File: src/rtl/booth_multiplier_seq.sv
// Sequential radix-4 Booth multiplier: retires two multiplier bits per clock
// and returns the full 2*WIDTH-bit signed or unsigned product as HI/LO halves.
module booth_multiplier_seq #(
  parameter int WIDTH = 32
) (
  input  logic             clock,
  input  logic             clear_n,
  input  logic             start,
  input  logic             is_signed,
  input  logic [WIDTH-1:0] q,
  input  logic [WIDTH-1:0] m,
  output logic             busy,
  output logic             done,
  output logic [WIDTH-1:0] product_hi,
  output logic [WIDTH-1:0] product_lo
);

  localparam int CNT_W = $clog2(WIDTH/2+2);
  localparam int K     = WIDTH/2 + 1;

  typedef enum logic [1:0] {IDLE, RUN, DONE} state_t;

  state_t           state;
  logic [WIDTH+2:0] acc;
  logic [WIDTH+2:0] mreg;
  logic [WIDTH+1:0] qreg;
  logic             qm1;
  logic [CNT_W-1:0] cnt;

  logic [2:0]       triplet;
  logic [WIDTH+2:0] addend;
  logic [WIDTH+2:0] sum;
  logic [WIDTH+2:0] acc_next;
  logic [WIDTH+1:0] q_next;

  // One recode step: add the selected multiple of M, then arithmetic shift {A,Q,Q[-1]} by two.
  always_comb begin
    triplet = {qreg[1:0], qm1};
    addend  = '0;
    case (triplet)
      3'b001, 3'b010: addend = mreg;
      3'b011:         addend = mreg << 1;
      3'b100:         addend = -(mreg << 1);
      3'b101, 3'b110: addend = -mreg;
      default:        addend = '0;
    endcase
    sum      = acc + addend;
    acc_next = {{2{sum[WIDTH+2]}}, sum[WIDTH+2:2]};
    q_next   = {sum[1:0], qreg[WIDTH+1:2]};
  end

  always_ff @(posedge clock or negedge clear_n) begin
    if (!clear_n) begin
      state      <= IDLE;
      acc        <= '0;
      mreg       <= '0;
      qreg       <= '0;
      qm1        <= 1'b0;
      cnt        <= '0;
      busy       <= 1'b0;
      done       <= 1'b0;
      product_hi <= '0;
      product_lo <= '0;
    end else begin
      case (state)
        IDLE: begin
          done <= 1'b0;
          if (start) begin
            // Extending to WIDTH+2 bits lets the same signed datapath handle unsigned operands.
            mreg  <= is_signed ? {{3{m[WIDTH-1]}}, m} : {3'b000, m};
            qreg  <= is_signed ? {{2{q[WIDTH-1]}}, q} : {2'b00, q};
            acc   <= '0;
            qm1   <= 1'b0;
            cnt   <= '0;
            busy  <= 1'b1;
            state <= RUN;
          end
        end
        RUN: begin
          acc  <= acc_next;
          qreg <= q_next;
          qm1  <= qreg[1];
          cnt  <= cnt + 1'b1;
          if (cnt == CNT_W'(K-1)) begin
            product_hi <= {acc_next[WIDTH-3:0], q_next[WIDTH+1:WIDTH]};
            product_lo <= q_next[WIDTH-1:0];
            busy       <= 1'b0;
            done       <= 1'b1;
            state      <= DONE;
          end
        end
        DONE: begin
          done  <= 1'b0;
          state <= IDLE;
        end
        default: state <= IDLE;
      endcase
    end
  end

endmodule

File: config.mk
export PLATFORM = sky130hd
export DESIGN_NAME = booth_multiplier_seq
export DESIGN_NICKNAME = d
export VERILOG_FILES = /design/src/rtl/booth_multiplier_seq.sv
export SDC_FILE = /design/constraint.sdc
export NUM_CORES = 1
export LEC_CHECK = 0
export CAP_MARGIN = 20
export CORE_ASPECT_RATIO = 0.5
export CORE_MARGIN = 2
export CORE_UTILIZATION = 29
export CTS_CLUSTER_SIZE = 12
export DETAILED_ROUTE_END_ITERATION = 6
export PLACE_DENSITY = 0.43
export SYNTH_ARGS = -nofsm -noshare
export SYNTH_HDL_FRONTEND = slang
export SYNTH_SLANG_ARGS = --single-unit
File: constraint.sdc
create_clock -name clock -period 10.85 [get_ports clock]
set_clock_uncertainty 0.2 [all_clocks]
set_input_delay 2.7125 -clock clock [delete_from_list [all_inputs] [get_ports clock]]
set_output_delay 2.7125 -clock clock [all_outputs]
set_load 0.01 [all_outputs]
* After elaboration in Yosys (flattened, before gate mapping)
Index checks and enable logic that the tools add are counted.
W data, S select, Z words.
** Word-level totals
- Register bits :: 178
- Input bits :: 68
- Output and inout port bits :: 66
- Word-level logic and storage cells :: 56
** Cells by class
- Add/sub/neg operators :: 4
- Eq/ne operators :: 11
- Mux-type cells :: 19
- Reduce and logical (&&, ||, !) cells :: 12
** Operators by type and width (count)
- $pmux W35 S4 :: 1
- $mux W35 :: 2
- $neg A35 Y35 :: 2
- $pmux W35 S2 :: 1
- $mux W34 :: 2
- $pmux W34 S2 :: 1
- $add A35 B35 Y35 :: 1
- $pmux W5 S2 :: 1
- $reduce_and A2 Y1 :: 5
- $eq A3 B3 Y1 const B :: 3
- $eq A3 B2 Y1 const B :: 2
- $pmux W1 S2 :: 3
- $reduce_or A2 Y1 :: 3
- $add A5 B1 Y5 const B :: 1
- $eq A5 B5 Y1 const B :: 1
- $mux W5 :: 1
- $mux W1 :: 4
- $mux W2 :: 2
- $ne A2 B2 Y1 const B :: 2
- $pmux W2 S2 :: 1
- $reduce_bool A2 Y1 :: 2
- $eq A3 B1 Y1 const B :: 1
- $reduce_and A3 Y1 :: 1
- $eq A2 B1 Y1 const B :: 1
- other kinds (2) :: 2

* Depth between registers and ports, before layout
Gate-level depths: netlist of the first run.
- Word-level depth :: 5
- Gate-level depth with buffers :: 20

* Least setup slack after synthesis of the first run
Ideal clock, no wire load.
- Kind :: flip-flop to flip-flop
- From :: reg mreg[6]
- To :: reg acc[29]
- Setup time :: 0.083 ns
- Arrival :: 4.148 ns
- Slack :: 6.419 ns
- Stages on the path, launching flop included :: 20
- Buffers on the path :: 2
- Cell sequence :: dfrtp_1 > buf_2 > nor4_4 > nand4_1 > or4_1 > nor3_2 > nand2b_1 > o21ai_1 > o2bb2ai_1 > a21o_1 > ha_1 > clkbuf_1 > nand2_1 > o21ai_0 > nor2_1 > a21oi_1 > a21boi_0 > a41oi_1 > xor2_1 > o21ai_0
** Between the ends
- Cells in the longest elaborated chain, start to end :: 4
** RTL lines
- from (decl) :: line 25 : logic [WIDTH+2:0] mreg;
- from (signal assigned) :: line 70 : mreg <= is_signed ? {{3{m[WIDTH-1]}}, m} : {3'b000, m};
- $neg A35 Y35 (on tied branches) :: line 44, 43
- $pmux W35 S4 (*) :: line 40 : case (triplet)
- $add A35 B35 Y35 (*) :: line 47 : sum = acc + addend;
- $pmux W35 S2 (*) :: line 65 : case (state)
- to (signal assigned) :: line 80 : acc <= acc_next;
- to (decl) :: line 24 : logic [WIDTH+2:0] acc;
Mark *: on every way between the ends. The rest lies on a longest branch, timed or not.
A chain may end at the register's enable or synchronous reset.

* Worst setup path in the final report of the first run
- From :: reg mreg[10]
- To :: reg acc[27]
The elaborated chain is that of the path after synthesis.

==> flow_summary.toml, run 1 <==
[critical_path]
crit_cells = 17
path_cells = "nor3_1 -> nand4_1 -> or4_1 -> nor3_2 -> nand2b_1 -> o21ai_1 -> o2bb2ai_1 -> a21o_1 -> ha_1 -> nand2_1 -> o21ai_0 -> nor2_1 -> a21oi_1 -> a21boi_0 -> a31oi_1 -> xor2_1 -> o21ai_0"
max_stage_delay_ns = 0.83
r2r_slack_ns = 5.08
cp.required_ns = 10.94
worstReg2RegStart = "mreg[10]"
cp_common_cell = "o21ai_0"
critPathCaptureType = "flop"
critPathMaxFanout = 9
critical_path.top_delay_family = "simple AND/OR/NAND/NOR gates"
r2r-end = "acc[27]"
path_buf_inv = 0
worstSetupPathType = "flop to flop"
r2r_cells = 17
cp-start-kind = "flop"
cpMaxStageDelayCell = "a21boi_0"
crit_arrival_ns = 5.85

[clock_tree]
path_clk_slew_ns = 0.07
cts_tree = "built"
clk_latency_ns = 0.46
cts_resized = 0
holdBufCountCts = 0
postCtsSetupRepairBufs = 0
cts_max_level = 4
clkSinkCount = 174
cts-root-buf = "clkbuf_16"
cts_buffers = 17
cts.path.max_buffers = 2

[detailed_routing]
firstDrtPassIters = 5
via_count = 9522
drc = 0
routed_via_density = 5.08
avgRoutedWirePerCell_um = 16.9
wl_um = 31700
initialDrtViolationCount = 764
ant_nets = 0

[floorplanning]
fp-row-count = 49
ios = 134
start_util_pct = 29.3
die_area_mm2 = 0.0378
die_w_um = 273
fp.dieH_um = 138
core_area_mm2 = 0.0357

[cells_and_area]
drive_gt1_share_pct = 4.39
diodes = 0
nNetsFinal = 1483
area_growth_pct = 21.9

[global_route]
grt_pass1_vias = 8994
grt_max_degree = 98
grt.overflow.total = 0
grt_antenna_before_repair = 0
grt_pass1_wl_um = 50400
grt_usage_pct = 16.8

[placement]
gp_congestion = 0.837
port_buffers = 133
pre_cts_ws_ns = 5.10
hpwlAfterDp_um = 22500

[run_status]
outcome = "completed"

[yosys]
avgSynthCellArea_um2 = 8.03
async_reset_ff_share_pct = 100
syn_nets = 1410
synth_cell_types = 65
yosys-top-cells-area = "dfrtp_1 42%, nand2_1 11%, o21ai_0 5.8%, ha_1 4.4%, nor2_1 4.3%"
yosysWarningCount = 0
synth_ff_type = "dfrtp_1"
syn_area_mm2 = 0.0105
yosys_register_bits = 174
yosysTopAreaCell = "dfrtp_1"
synth_edf_count = 0
synthCells = 1304
ys_seq_area_share_pct = 41.6
synth_top_cell_area_share_pct = 41.6

[sta]
setup_ws_ns = 5.08
slew-limit-headroom_pct = 27.8
finalCritPeriodShare_pct = 53.1
setup_viol = 0
slew_violations = 0
tns_ns = 0
worst_slew_pin_slew_ns = 1.08
rsz0062_at_grt = "no"
hold_viol = 0
clock.fmax_ghz = 0.173
finalCriticalPeriod_ns = 5.77

[min_path]
min_path_type = "flop to flop"
min_path_cells = 2
min_to = "product_lo[30]"
min_from = "product_lo[30]"

[job]
drv_cap = 0
==> cell type report <==
cell class / instances / area, um2
Tap cell: 484 / 606
Timing Repair Buffer: 144 / 1440
Clock buffer: 17 / 425
Fill cell: 3728 / 23000
Multi-Input combinational cell: 1024 / 5740
Inverter: 16 / 60.1
Sequential cell: 174 / 4350
Clock inverter: 15 / 151
==> flip-flops by register name, summed over array words and instances (netlist names), 2 cells and up <==
name,count
product_hi,32
state,2
cnt,5
qreg,34
acc,33
product_lo,32
mreg,33
==> worst max path at each step <==
stage	from	end
2_1_floorplan	mreg[6]	acc[29]
3_3_place_gp	start	qreg[18]
3_5_place_dp	start	qreg[21]
4_1_cts	mreg[10]	product_hi[29]
5_1_grt	mreg[9]	acc[29]
6_report	mreg[10]	acc[27]
==> cell usage in the layout, fill, tap and decap left out, drive strengths merged, types with 5 or more instances in the layout <==
master	count
nand2	316
dfrtp	174
clkdlybuf4s50	132
o21ai	126
nor2	121
nand3	51
a21oi	45
xnor2	40
o22ai	37
ha	37
xor2	32
inv	24
nor3	19
a21o	18
a22oi	18
clkbuf	17
a31oi	12
buf	12
or3	11
nand2b	11
nand4	10
a221oi	9
a211oi	8
nor2b	7
nor4	7
or2	7
o31ai	6
mux2i	6
o21bai	6
and3	6
a21boi	5
o221ai	5
o211ai	5
or4	5
==> per-layer routing <==
metal | global-route usage [%] | up-vias | part of all wire (%)
met3 | 3.11 | 26 | 4.2
li1 | - | 4679 | -
met2 | 25.1 | 200 | 45
met4 | 4.89 | 0 | 1.5
met5 | 0 | - | 0
met1 | 24.6 | 4617 | 49
==> cell usage after synthesis, types with 5 or more instances <==
cell	n
a31oi_1	12
o21bai_1	6
dfrtp_1	174
xor2_1	32
ha_1	37
nand3_1	51
o21ai_0	121
o211ai_1	5
xnor2_1	40
nor2b_1	7
inv_1	15
and3_1	6
nand2b_1	11
nor2_1	121
mux2i_1	6
buf_1	17
or2_2	5
or3_1	10
a21o_1	18
a21boi_0	5
a211oi_1	7
nand4_1	10
o31ai_1	6
clkbuf_1	70
a221oi_1	9
o22ai_1	37
nor4_1	5
nand2_1	316
o21ai_1	5
a22oi_1	18
nor3_1	18
a21oi_1	45
o221ai_1	5
==> cell families after synthesis <==
group,after synthesis,share of synthesized area [%]
adders and majority gates,38,4.61
and+or+nand+nor,581,24.0
AOI/OAI and AO/OA,324,19.1
DFF,174,41.6
xor gates and xnor gates,72,6.02
muxes,9,0.896
buffers and inverters,106,3.89
==> through the flow <==
stage	hold slack, ns	area, um2	std cells	utilization (%)
detailed placement	0.264	12200	1841	34.0
finish	0.277	12800	1874	35.7
global route	0.307	12800	1874	35.7
floorplan	0.249	10500	1304	-
CTS	0.285	12700	1873	35.6
global placement	0.262	12200	1841	34.0
==> worst reg2reg max path: cells and delay by family (launching register included) <==
| family | cells | cell delay [ns] |
|---|---|---|
| flip-flops | 1 | 0.47 |
| AO/OA/AOI/OAI | 8 | 1.95 |
| adder cells (fa/ha/maj) | 1 | 0.44 |
| AND/OR/NAND/NOR | 7 | 2.29 |
| XOR/XNOR | 1 | 0.27 |
Power of run 1 is left out: the tool's default activity adds up to more than one toggle a clock period on the data nets, which glitch-free logic cannot reach.
==> run 2, diff against run 1 <==
- PLACE_DENSITY: 0.43 -> 0.45
- clock period: 10.85 -> 5.3 ns (I/O delays scaled with it)
==> run 2 against run 1 <==
Core utilization grew 1.1 points. Highest routed layer unchanged. Wire length increased by 6.8%. Critical endpoint is now acc[29]. Final cell count increased by 2.5%. Maximum frequency up 15%. Via count increased by 1.8%. Sequential share of layout area decreased by 1.0 points. Sequential cell count stayed put. Non-clock buffer count rose by 47. Hold slack got worse by 0.0017 ns.
==> flow_summary.toml, run 2 (synthesis results as in run 1) <==
[detailed_routing]
firstDrtPassIters = 5
ant_nets = 0
routed_via_density = 5.05
wl_um = 33800
via_count = 9697
drc = 0
initialDrtViolationCount = 707
avgRoutedWirePerCell_um = 17.6

[critical_path]
startpoint = "mreg[0]"
worstSetupPathType = "flop to flop"
r2r_slack_ns = 0.27
cp.required_ns = 5.39
critPathMaxFanout = 9
worstReg2RegStart = "mreg[0]"
crit_arrival_ns = 5.11
cp-start-kind = "flop"
critPathCaptureType = "flop"

[global_route]
grt_max_degree = 97
grt.overflow.total = 0
grt_pass1_wl_um = 54200
grt_pass1_vias = 9595
grt_usage_pct = 18.2
grt_antenna_before_repair = 0

[min_path]
min_from = "product_lo[5]"
min_path_type = "flop to flop"

[cells_and_area]
drive_gt1_share_pct = 7.45
reg_top3 = "qreg x34, acc x33, mreg x33"
area_growth_pct = 25.6
final_common_cell = "nand2_1"
largest_register_ffs = 34
nNetsFinal = 1530
top_register = "qreg"
final_cell_mix = "314 x nand2_1, 174 x dfrtp_1, 132 x clkdlybuf4s50_1"
fin_area_mm2 = 0.0132
final_cells = 1921
diodes = 0

[clock_tree]
cts.path.max_buffers = 2
holdBufCountCts = 0
clkSinkCount = 174
cts-root-buf = "clkbuf_16"
cts_tree = "built"
path_clk_slew_ns = 0.08
cts_buffers = 17
cts_max_level = 4
postCtsSetupRepairBufs = 0
cts_resized = 0
clk_latency_ns = 0.45

[sta]
clock.fmax_ghz = 0.199
hold_viol = 0
setup_viol = 0
finalCriticalPeriod_ns = 5.03
slew_violations = 0
worst_slew_pin_slew_ns = 0.979
setup_ws_ns = 0.273
tns_ns = 0
slew-limit-headroom_pct = 34.7
finalCritPeriodShare_pct = 94.8
rsz0062_at_grt = "no"

[placement]
gp_congestion = 0.951
dp.cells = 1889
pre_cts_ws_ns = 0.355
port_buffers = 133
hpwlAfterDp_um = 24500
place_area_mm2 = 0.0126

[floorplanning]
core_area_mm2 = 0.0357
fp-row-count = 49
start_util_pct = 29.3
die_w_um = 273
fp.dieH_um = 138
die_area_mm2 = 0.0378
ios = 134

[run_status]
outcome = "completed"

[job]
drv_cap = 0
run 2: path summary, 6_finish.rpt:
kind,to,depth (start not counted)
worst max-delay path,acc[29],19
max in group asynchronous,product_lo[31],2
worst min-delay path,product_lo[5],2
worst min register to register,product_lo[5],2
worst max register to register,acc[29],19
min in group asynchronous,qreg[27],1
run 2: routing by layer:
layer  vias up  part of all wire, %  GRT usage [%]
li1       4778                    -              -
met1      4678                   49           26.0
met2       214                   45           27.5
met3        27                  4.8           4.29
met4         0                  1.7           4.97
met5         -                    0              0
run 2: per-stage QoR:
| step | util, % | hold WS [ns] |
|---|---|---|
| final | 36.8 | 0.275 |
| after detailed placement | 35.2 | 0.263 |
| after CTS | 36.8 | 0.283 |
| after global routing | 36.8 | 0.302 |
| after floorplan | - | 0.249 |
| after global placement | 35.1 | 0.262 |
run 2: cell type report:
class | count | area [um2]
clock buffers | 18 | 429
fillers | 3696 | 22600
flip-flops and latches | 174 | 4350
repair buffers | 191 | 1810
inverters | 16 | 60.1
multi-input cells | 1024 | 5740
well taps | 484 | 606
clock inverters | 14 | 163
run 2: critical path: stages, from the launching register on:
cell and delay, ns:
dfrtp_1 0.40, inv_1 0.11, ha_1 0.27, nor4b_1 0.29, buf_4 0.18, nand3_1 0.20
or3_1 0.43, xor2_1 0.16, a32oi_1 0.17, a21oi_1 0.14, ha_1 0.50, and4_1 0.29
nand2_1 0.11, nor3_1 0.35, a21boi_0 0.14, a21boi_0 0.29, buf_4 0.20, a41oi_1 0.13
xor2_1 0.19, o21ai_0 0.10
Power of run 2 is left out for the same reason.
